**src/rtl/wb_master_pkg.sv**
```systemverilog
// Shared types and default sizes for the Wishbone classic master bridge.
// Used by wb_master_bridge and wb_timeout_counter.
package wb_master_pkg;

   typedef enum logic [1:0] {
      IDLE = 2'd0,
      BUS  = 2'd1,
      RESP = 2'd2
   } state_t;

   localparam int DEF_ADDR_W         = 32;
   localparam int DEF_DATA_W         = 32;
   localparam int DEF_TIMEOUT_CYCLES = 255;

endpackage

```
**src/rtl/wb_timeout_counter.sv**
```systemverilog
// Watchdog for an unacknowledged Wishbone cycle; expire flags the last allowed bus cycle.
// Instantiated by wb_master_bridge only when WB_MASTER_TIMEOUT_EN is defined.
module wb_timeout_counter
   import wb_master_pkg::*;
#(
   parameter int TIMEOUT_CYCLES = DEF_TIMEOUT_CYCLES
) (
   input  logic clk,
   input  logic rst_n,
   input  logic clear,
   input  logic enable,
   output logic expire
);

   localparam int CNT_W = $clog2(TIMEOUT_CYCLES + 1);
   localparam logic [CNT_W-1:0] LAST = CNT_W'(TIMEOUT_CYCLES - 1);

   logic [CNT_W-1:0] count;

   always_ff @(posedge clk or negedge rst_n) begin
      if (!rst_n) begin
         count <= '0;
      end else if (clear) begin
         count <= '0;
      end else if (enable) begin
         count <= count + 1'b1;
      end
   end

   assign expire = (count == LAST);

endmodule

```
**src/rtl/wb_master_bridge.sv**
```systemverilog
// Wishbone B4 classic initiator: one client command becomes one single-beat bus cycle.
// Optional watchdog abort is built when WB_MASTER_TIMEOUT_EN is defined.
module wb_master_bridge
   import wb_master_pkg::*;
#(
   parameter int ADDR_W         = DEF_ADDR_W,
   parameter int DATA_W         = DEF_DATA_W,
   parameter int TIMEOUT_CYCLES = DEF_TIMEOUT_CYCLES
) (
   input  logic                wb_clk_i,
   input  logic                asyncrst_n,
   input  logic                req_valid,
   output logic                req_ready,
   input  logic                req_we,
   input  logic [ADDR_W-1:0]   req_addr,
   input  logic [DATA_W-1:0]   req_wdata,
   input  logic [DATA_W/8-1:0] req_sel,
   output logic                rsp_valid,
   input  logic                rsp_ready,
   output logic [DATA_W-1:0]   rsp_rdata,
   output logic                rsp_err,
   output logic                wbm_cyc_o,
   output logic                wbm_stb_o,
   output logic                wbm_we_o,
   output logic [ADDR_W-1:0]   wbm_adr_o,
   output logic [DATA_W-1:0]   wbm_dat_o,
   output logic [DATA_W/8-1:0] wbm_sel_o,
   input  logic                wbm_ack_i,
   input  logic [DATA_W-1:0]   wbm_dat_i
);

   if (TIMEOUT_CYCLES < 1 || (DATA_W % 8) != 0) begin : g_bad_cfg
   end

   state_t state, state_nxt;
   logic   run_q;
   logic   accept, ack_bus, abort, timeout_hit;

`ifdef WB_MASTER_TIMEOUT_EN
   logic rsp_err_q;

   wb_timeout_counter #(
      .TIMEOUT_CYCLES(TIMEOUT_CYCLES)
   ) u_timeout (
      .clk   (wb_clk_i),
      .rst_n (asyncrst_n),
      .clear (accept),
      .enable((state == BUS) && !wbm_ack_i),
      .expire(timeout_hit)
   );

   assign rsp_err = rsp_err_q;
`else
   assign timeout_hit = 1'b0;
   assign rsp_err     = 1'b0;
`endif

   // run_q holds req_ready low until the first edge after reset release
   assign req_ready = run_q && (state == IDLE);
   assign rsp_valid = (state == RESP);
   assign wbm_cyc_o = (state == BUS);
   assign wbm_stb_o = (state == BUS);

   always_ff @(posedge wb_clk_i or negedge asyncrst_n) begin
      if (!asyncrst_n) begin
         state <= IDLE;
      end else begin
         state <= state_nxt;
      end
   end

   always_comb begin
      state_nxt = state;
      accept    = 1'b0;
      ack_bus   = 1'b0;
      abort     = 1'b0;
      case (state)
         IDLE: begin
            if (req_valid && req_ready) begin
               accept    = 1'b1;
               state_nxt = BUS;
            end
         end
         BUS: begin
            // ack takes priority over a watchdog expiring in the same cycle
            if (wbm_ack_i) begin
               ack_bus   = 1'b1;
               state_nxt = RESP;
            end else if (timeout_hit) begin
               abort     = 1'b1;
               state_nxt = RESP;
            end
         end
         RESP: begin
            if (rsp_ready) begin
               state_nxt = IDLE;
            end
         end
         default: state_nxt = IDLE;
      endcase
   end

   always_ff @(posedge wb_clk_i or negedge asyncrst_n) begin
      if (!asyncrst_n) begin
         run_q     <= 1'b0;
         wbm_we_o  <= 1'b0;
         wbm_adr_o <= '0;
         wbm_dat_o <= '0;
         wbm_sel_o <= '0;
         rsp_rdata <= '0;
`ifdef WB_MASTER_TIMEOUT_EN
         rsp_err_q <= 1'b0;
`endif
      end else begin
         run_q <= 1'b1;
         if (accept) begin
            wbm_we_o  <= req_we;
            wbm_adr_o <= req_addr;
            wbm_dat_o <= req_wdata;
            wbm_sel_o <= req_sel;
         end
         if (ack_bus) begin
            rsp_rdata <= wbm_we_o ? '0 : wbm_dat_i;
         end else if (abort) begin
            rsp_rdata <= '0;
         end
`ifdef WB_MASTER_TIMEOUT_EN
         if (ack_bus) begin
            rsp_err_q <= 1'b0;
         end else if (abort) begin
            rsp_err_q <= 1'b1;
         end
`endif
      end
   end

endmodule

```
**config.mk**
```make
export PLATFORM = sky130hd
export DESIGN_NAME = wb_master_bridge
export DESIGN_NICKNAME = d
export VERILOG_FILES = /design/src/rtl/wb_master_pkg.sv /design/src/rtl/wb_timeout_counter.sv /design/src/rtl/wb_master_bridge.sv
export SDC_FILE = /design/constraint.sdc
export NUM_CORES = 1
export LEC_CHECK = 0
export CAP_MARGIN = 20
export CORE_MARGIN = 2
export CORE_UTILIZATION = 44
export CTS_BUF_LIST = sky130_fd_sc_hd__clkbuf_4 sky130_fd_sc_hd__clkbuf_8
export CTS_CLUSTER_DIAMETER = 120
export DETAILED_ROUTE_END_ITERATION = 8
export GPL_ROUTABILITY_DRIVEN = 0
export PLACE_DENSITY_LB_ADDON = 0.05
export SLEW_MARGIN = 5
export SYNTH_ARGS = -nofsm -noshare
export SYNTH_HDL_FRONTEND = slang
export SYNTH_SLANG_ARGS = --single-unit
```
**constraint.sdc**
```tcl
create_clock -name wb_clk_i -period 4.8 [get_ports wb_clk_i]
set_clock_uncertainty 0.1 [all_clocks]
set_input_delay 0.48 -clock wb_clk_i [delete_from_list [all_inputs] [get_ports wb_clk_i]]
set_output_delay 0.48 -clock wb_clk_i [all_outputs]
set_load 0.02 [all_outputs]
```
# Yosys cells after proc, flatten, opt, wreduce, memory -nomap -nowiden

Index checks and enable logic that the tools add are counted.

Register bits after elaboration: 104
Bits in latches: 0
RAM bits: 0
Bits in read-only memories: 0
Input port bits: 106
Output and inout bits: 106
Memories: 0

$add $sub $neg: 0
Multipliers: 0
Div/mod/pow operators: 0
$lt $le $gt $ge: 0
Eq/ne operators: 5
Shifts and indexed selects: 0
Mux-type cells: 10
Bitwise operators: 0
Reduce and logical (&&, ||, !) cells: 4

Operator list:

| operator             | number |
|---|---|
| $mux W32             | 2 |
| $mux W2              | 3 |
| $ne A2 B1 Y1 const B | 3 |
| $pmux W2 S3          | 1 |
| $mux W1              | 4 |
| $reduce_and A3 Y1    | 1 |
| $eq A2 B1 Y1 const B | 1 |
| $eq A2 B2 Y1 const B | 1 |
| $logic_and A1 B1 Y1  | 2 |
| $logic_not A2 Y1     | 1 |

# Longest topological paths before layout

Gate-level depths: netlist of the first run.

Word-level depth: 5
Mapped depth: 5

# Worst setup path before layout of the first run

Ideal clock, no wire load.

Kind: input port to flip-flop
Start point: in req_valid
End point: reg wbm_adr_o[21]
Library setup time: 0.127 ns
Arrival time: 1.402 ns
Setup slack: 3.170 ns
Stages: 5
Path buffers: 3
Path through: nor4bb_1 -> buf_2 -> buf_6 -> buf_8 -> mux2_1

Cells in the longest elaborated chain, start to end: 3

Ends and longest elaborated chain:

| element              | line                    | text |
|---|---|---|
| start, declared      | wb_master_bridge.sv:12  | `input logic req_valid,` |
| $logic_and A1 B1 Y1  | wb_master_bridge.sv:79  | `if (req_valid && req_ready) begin` |
| $mux W1              | wb_master_bridge.sv:79  |  |
| $mux W1              | wb_master_bridge.sv:77  | `case (state)` |
| end signal, assigned | wb_master_bridge.sv:118 | `wbm_adr_o <= req_addr;` |
| end, declared        | wb_master_bridge.sv:25  | `output logic [ADDR_W-1:0] wbm_adr_o,` |

Every way passes these cells.
A chain may end at the register's enable or synchronous reset.

# Final worst setup path of the first run

Start point: in wbm_ack_i
End point: reg rsp_rdata[30]

Cells in the longest elaborated chain, start to end: 2

Ends and longest elaborated chain:

| element              | line                    | text |
|---|---|---|
| start, declared      | wb_master_bridge.sv:28  | `input logic wbm_ack_i,` |
| $mux W1              | wb_master_bridge.sv:86  | `if (wbm_ack_i) begin` |
| $mux W1              | wb_master_bridge.sv:77  |  |
| end signal, assigned | wb_master_bridge.sv:123 | `rsp_rdata <= wbm_we_o ? '0 : wbm_dat_i;` |
| end, declared        | wb_master_bridge.sv:20  | `output logic [DATA_W-1:0] rsp_rdata,` |

Every way passes these cells.

==> metrics list, run 1 <==
* Result of the run: finished, final reports clean
- Commonest non-fill, non-tap cell in the layout: sky130_fd_sc_hd__clkdlybuf4s50_1
- The first detailed-routing pass took 4 iterations.
* DR WL/cell: 16.32 microns
- The top cell types in the final layout, fill and taps aside, are sky130_fd_sc_hd__clkdlybuf4s50_1 (209), sky130_fd_sc_hd__dfrtp_1 (104), sky130_fd_sc_hd__mux2_2 (91), sky130_fd_sc_hd__nor2b_1 (34), sky130_fd_sc_hd__mux2_1 (10).
- Distinct cell type count of the synthesized netlist: 18
* Global-route wire length before repair: 15020 microns
- Met2 wire length: 4485 microns
- Setup repair after global routing left no endpoint under its margin.
* Number of buffers added on ports: 210
* Final hold vios: 0
* Register bit total from synthesis: 104
* Die ar.: 10180 sq um
- Cell type with the highest aggregate area in the netlist: sky130_fd_sc_hd__dfrtp_1
- In the finished design, the share of the clock period the worst path needs comes to 0.4793.
- Pin slew with the least headroom to its limit: 932.9 ps
* Leading cell types by total area after synthesis: sky130_fd_sc_hd__dfrtp_1 (63%), sky130_fd_sc_hd__mux2_2 (25%), sky130_fd_sc_hd__nor2b_1 (5.1%), sky130_fd_sc_hd__mux2_1 (2.7%), sky130_fd_sc_hd__buf_4 (1.3%)
- The cell area that synthesis handed to floorplanning was about 4100 sq um.
- The cell sitting at the root of the clock tree is a sky130_fd_sc_hd__clkbuf_8.
- In this run the standard cell core region covers 9196 sq um.
- Maximum number of pins on one net before global-route repair: 70
- In this run the worst path has a maximum fanout of 21.
- The filler cells instantiated in the layout total about 690.
- Worst hold-check path type: in -> async
* # Post-CTS Setup Buffers: 0
- Final net count: 580
- Number of buffers created by CTS: 9
* Share of power burned in the clock network: 0.141
- Max-cap violations in this run came to 0.
- After routing, the total negative slack on setup checks comes to 0 ps.
* Leakage dissipation: 2.696 nW
* Width of the chip: 100.9 microns
- Source-to-sink clock delay at the later pin of the worst-skew pair: 360 ps
* Total gr overflow: 0
* VDD IR-drop max: about 0.00024 V
- Clock-pin slew was measured on the worst setup and hold paths at 100 ps.
- Total DRC errors in the routed layout: 0
* CTS tree: built
- The internal portion of the total power is 2.288 mW.
- The setup path with the least slack is of type in -> reg.
* Antenna Violating Nets Remaining: 0
* CP required: ~4900 ps
* Number of warnings issued by yosys: 0
- Area occupied by registers: 2603 sq um
- Count of pins over their slew limit: 0
- Initial DRC Count: 62
- The initial utilization of the core area, before any placement, comes to 0.4493.
- From bottom edge to top edge, the die measures 100.9 microns.
- In this run the power density over the cells is 540.7 nW/um^2.
- The H-tree generated during clock tree synthesis spans 3 levels.
- Switching fraction of total power: 0.3463
- Pin placement for this block handled 212 I/O pins.
- Combinational fraction of design power: 0.472
* Met3 Routed Length: around 1000 microns
* Total area of multi-input combinational cells: 1425 sq um
- The share of synthesized area in the top cell type comes to 0.6299.
- Number of buffers inserted for hold repair after clock tree synthesis: 0
- Achievable clock frequency: 434.7 MHz
* Relative area change from synthesis to final layout: 56.66%
- The highest metal layer carrying signal wires in the routed design is met4.
- The clock passes through at most 2 buffers.
* Sequential cell area fraction in the yosys report: 0.6299
* Wire length reported by the detailed router: 9629 microns
* Via count: 2881
- CTS resizes: 0
- Vias in the first global route: 3002
- Endpoint type of the worst setup path: register
- Total of endpoints with negative setup slack in the final report: 0
- Summing internal, switching and leakage power gives 3.500 mW.
* Relative max-transition margin: 0.3781
- The initial antenna violation count was 0.
- After detailed routing, the number of vias per cell comes to ~4.9.
- For this design the total switching power over the nets is 1.212 mW.
- Post-Synthesis Net Count: 372
- Clock tree synthesis found a total of 104 sinks.
- Data on the critical path arrives at its endpoint at about 2500 ps.
- Startpoint types: input pin
* Detailed placement HPWL: 7062 microns
* Cell area after layout: 6472 sq um
- The share of total power dissipated in sequential elements is 0.387.
* Placed instance area: 6300 sq um
- # rows: 35
* Global Route Usage Sum: 0.1919
- Period minus WS final: 2301 ps
- Synthesis produced 266 cells.
- Routed length on met1: 3855 microns
- Share of post-route cells with drive strength above 1: 0.2359
- 0 antenna diodes ended up in the layout.
- A synthesized cell averages 15.53 sq um.
==> worst paths after layout <==
| kind | start | end | slack, ps | cells past startpoint |
|---|---|---|---|---|
| setup / recovery | wbm_ack_i | rsp_rdata[30] | 2500 | 4 |
| hold / removal | asyncrst_n | wbm_dat_o[23] | 30 | 1 |
| setup reg to reg | state[1] | rsp_rdata[30] | 2540 | 3 |
| hold reg to reg | wbm_adr_o[21] | wbm_adr_o[21] | 390 | 1 |
| max in group asynchronous | asyncrst_n | rsp_rdata[18] | 3440 | 2 |
| min in group wb_clk_i | wbm_adr_o[21] | wbm_adr_o[21] | 390 | 1 |
==> through the flow <==
stage                     utilization  instances  hold slack, ps  worst slack [ps]
after global routing           0.7038        590           84.75              2370
after global placement         0.6850        574           366.7              2156
after CTS                      0.7038        590           65.05              2496
final                          0.7038        590           32.22              2499
after detailed placement       0.6850        574           373.8              2110
after floorplan                     -        266           84.41              3170
==> cells in the mapped netlist <==
library cell,instances
sky130_fd_sc_hd__a21o_1,1
sky130_fd_sc_hd__a21oi_1,1
sky130_fd_sc_hd__and3b_1,1
sky130_fd_sc_hd__buf_2,5
sky130_fd_sc_hd__buf_4,7
sky130_fd_sc_hd__buf_6,1
sky130_fd_sc_hd__buf_8,1
sky130_fd_sc_hd__clkbuf_1,3
sky130_fd_sc_hd__conb_1,2
sky130_fd_sc_hd__dfrtp_1,104
sky130_fd_sc_hd__inv_1,1
sky130_fd_sc_hd__mux2_1,10
sky130_fd_sc_hd__mux2_2,91
sky130_fd_sc_hd__nand2b_1,1
sky130_fd_sc_hd__nand3b_1,1
sky130_fd_sc_hd__nor2b_1,34
sky130_fd_sc_hd__nor3b_1,1
sky130_fd_sc_hd__nor4bb_1,1
==> final cells by class <==
cell class,instances,share of cell area
multi-input combinational,144,0.2202
inverter,1,0.0005799
clock inverter,5,0.005219
clock buffer,11,0.02146
tap,111,0.02146
timing repair buffer,214,0.3290
sequential,104,0.4021
==> sequential cells by signal, summed over array words and instances, names as in the netlist <==
signal and count:
rsp_rdata 32, wbm_dat_o 32, wbm_we_o 1, wbm_adr_o 32
state 2, wbm_sel_o 4, run_q 1
==> power by group through the flow <==
| stage | Clock [mW] | Sequential (mW) | Combinational, mW |
|---|---|---|---|
| 5_1_grt | 0.554 | 1.40 | 1.75 |
| 4_1_cts | 0.510 | 1.36 | 1.67 |
| 6_report | 0.492 | 1.36 | 1.65 |
| 2_1_floorplan | 0 | 1.77 | 0.402 |
| 3_5_place_dp | 0 | 1.38 | 1.67 |
| 3_3_place_gp | 0 | 1.36 | 1.64 |
==> kinds of logic (layout without fill, tap and decap cells) <==
group / Yosys count / after routing / synth area share
compound gates: 2 / 2 / 0.003028
buf+inv: 18 / 231 / 0.02877
flops: 104 / 104 / 0.6299
mux: 101 / 101 / 0.2753
other cells: 2 / 2 / 0.001818
simple gates: 39 / 39 / 0.06118
==> routing by layer <==
layer	up-vias	track usage
met1	1401	0.2377
li1	1320	-
met2	139	0.2918
met3	21	0.08946
met5	-	0
met4	0	0.07796
==> critical path, cell delays in order <==
cell and delay (ps):
sky130_fd_sc_hd__clkdlybuf4s50_1 470, sky130_fd_sc_hd__and3b_1 780, sky130_fd_sc_hd__buf_4 350, sky130_fd_sc_hd__mux2_2 360
Power figures use the tool's default switching activity.
==> inputs of run 2 (changes only) <==
--- a/config.mk
+++ b/config.mk
@@ -7,7 +7,7 @@
 export LEC_CHECK = 0
 export CAP_MARGIN = 20
 export CORE_MARGIN = 2
-export CORE_UTILIZATION = 44
+export CORE_UTILIZATION = 41
 export CTS_BUF_LIST = sky130_fd_sc_hd__clkbuf_4 sky130_fd_sc_hd__clkbuf_8
 export CTS_CLUSTER_DIAMETER = 120
 export DETAILED_ROUTE_END_ITERATION = 8
==> constraint.sdc (replaced) <==
create_clock -name wb_clk_i -period 2.35 [get_ports wb_clk_i]
set_clock_uncertainty 0.1 [all_clocks]
set_input_delay 0.235 -clock wb_clk_i [delete_from_list [all_inputs] [get_ports wb_clk_i]]
set_output_delay 0.235 -clock wb_clk_i [all_outputs]
set_load 0.02 [all_outputs]
==> metrics list, run 2 (synthesized netlist as in run 1, its figures left out) <==
* DR WL/cell: 16.01 microns
- Setup repair after global routing left no endpoint under its margin.
- The HPWL after detailed placement is approximately 7200 microns.
- Global-route wire length before repair: 16040 microns
* Largest registers: rsp_rdata x32, wbm_adr_o x32, wbm_dat_o x32
* TritonCTS Sinks: ~100
* Antenna Violating Nets Remaining: 0
* Clock transition time at the flip-flop clock pins of the worst setup and hold paths: 100 ps
- Die ar.: ~11000 sq um
* Height of the chip: 104.4 microns
- The critical path is of the reg -> out type.
- Commonest non-fill, non-tap cell in the layout: sky130_fd_sc_hd__clkdlybuf4s50_1
- The flow ran to the end, and the final reports show no timing, DRC or antenna violations.
- Critical-path cell list: nor3b_1, clkdlybuf4s50_1
- For this run, design rule violations remaining after detail routing come to 0.
- Buffers inserted to repair hold after CTS numbered 1.
* Leakage dissipation: 2.721 nW
- # Post-CTS Setup Buffers: 0
- Maximum number of pins on one net before global-route repair: between 60 and 70
- VDD IR-drop max: 0.0005332 V
- Measured along the x axis, the die boundary spans between 100 and 150 microns.
- Crit path arrival time: 1710 ps
- Pin slew with the least headroom to its limit: slightly above 600 ps
- Achievable clock frequency: 489.8 MHz
* CTS tree: built
- In this run the worst hold path is classified as in -> async.
- Startpoint types: register
- Final core utilization: 0.6711
- Deepest level of the CTS H-tree: 3
- The first detailed-routing pass ran for 3 iterations.
- Among all stages on the critical path, the largest delay is contributed by sky130_fd_sc_hd__clkdlybuf4s50_1.
- Relative area change from synthesis to final layout: 58.78%
* Antenna violations before repair: 0
* Period minus WS final: a little over 2000 ps
- CP bufs+invs: 1
- The routed layout has 2845 vias.
* Category of cells accounting for the largest share of critical-path delay: buffers and inverters
* Final hold vios: 0
- Initial cell density of the core: 0.4227
- After global routing the overflow that remains totals 0.
- For the worst-skew pair, the clock arrives at the later sink with an insertion delay of 350 ps.
- Counting the buffers created by CTS gives 9.
- For the final routed database, the setup TNS stands at 0 ps.
- In the final design database the tool counted approximately 580 nets.
* Placeable core region: roughly 9800 sq um
* Initial DRC Count: 95
- Clk Tree Root Cell: sky130_fd_sc_hd__clkbuf_8
- The floorplan has 36 rows.
- Antenna diodes: 0
- Count of pins over their slew limit: 0
- In this run the count of I/O pins placed on the die edge is 212.
- Via-per-instance ratio: around 4.6
- Max-capacitance violation count: 0
- STA classifies the critical path endpoint as an output pin.
- Global Route Usage Sum: 0.1865
- Vias in the first global route: 3113
- Total of endpoints with negative setup slack in the final report: 0
* CP Max Fanout: 6
- Input and output buffers added on the ports amount to 210.
- Wire length reported by the detailed router: 9847 microns
- In this run the critical register-to-register path is launched from state[1].
- In this design, the stage delay of the slowest critical-path cell is 640 ps.
- Post-route fraction of the period consumed by the critical path: 0.8687
* Relative max-transition margin: 0.5924
* CTS max path bufs: 2
- Most used cells in the layout excluding fill and tap cells: sky130_fd_sc_hd__clkdlybuf4s50_1 (209), sky130_fd_sc_hd__dfrtp_1 (104), sky130_fd_sc_hd__mux2_2 (91), sky130_fd_sc_hd__nor2b_1 (34)
- Power per cell area: 1098 nW/um^2
* CP required: 2020 ps
- In the final layout, the share of cells above drive strength 1 is 0.2386.
* CTS resizes: 0
- Tracing the worst setup path back leads to its startpoint at state[1].
[run 2: cell types whose count changed in the layout (fill, tap and decap cells not counted)]
cell | previous run | this run
sky130_fd_sc_hd__dlygate4sd3_1 | 0 | 1
sky130_fd_sc_hd__clkinv_4 | 1 | 0
sky130_fd_sc_hd__clkbuf_8 | 9 | 10
sky130_fd_sc_hd__buf_12 | 0 | 2
sky130_fd_sc_hd__clkbuf_4 | 2 | 1
sky130_fd_sc_hd__inv_6 | 0 | 2
sky130_fd_sc_hd__clkinv_2 | 2 | 1
[run 2: layout make-up]
cell class                 instances  area, sq um
fill                             754         3214
sequential                       104         2603
timing repair buffer             217         2180
multi-input combinational        144         1425
tap                              133        166.4
clock buffer                      11        145.1
clock inverter                     5        37.54
inverter                           1        3.754
[run 2: worst reg2reg max path: cells and delay by family, from the launching register on]
kind / cells / cell delay (ps)
mux: 1 / 480
simple gates: 1 / 410
buf+inv: 1 / 340
flops: 1 / 470
[run 2: through the flow]
step | hold WS (ps) | cell area (sq um) | total power, mW | setup WS (ps) | std cells
floorplan | -160.6 | 4131 | 4.439 | 722.2 | 266
global placement | 185.7 | 6367 | 6.150 | 356.3 | 598
detailed placement | 183.1 | 6367 | 6.240 | 311.2 | 598
CTS | 325.2 | 6560 | 7.299 | 264.3 | 615
global route | 347.6 | 6560 | 7.598 | 239.9 | 615
finish | 308.9 | 6560 | 7.200 | 308.5 | 615
[run 2: final timing paths]
check / end / slack (ps) / cells past startpoint
hold reg to reg: wbm_adr_o[26] / 390 / 1
setup reg to reg: wbm_dat_o[0] / 440 / 3
max in group asynchronous: rsp_rdata[14] / 1140 / 3
setup / recovery: req_ready / 310 / 2
hold / removal: rsp_rdata[2] / 310 / 2
min in group wb_clk_i: state[1] / 360 / 3
[run 2: routing by layer]
layer  track usage  vias to the layer above  wire, microns
met5             0                        -              0
met4       0.07819                        0            260
met3       0.07707                       18            970
met2        0.3044                      123           4770
met1        0.2164                     1379           3846
li1              -                     1325              -
[run 2: where the power goes]
group	total [mW]	internal (mW)	switching, mW
registers	2.77	2.44	0.331
logic	3.39	1.83	1.56
clock network	1.04	0.433	0.606
total	7.20	4.71	2.49
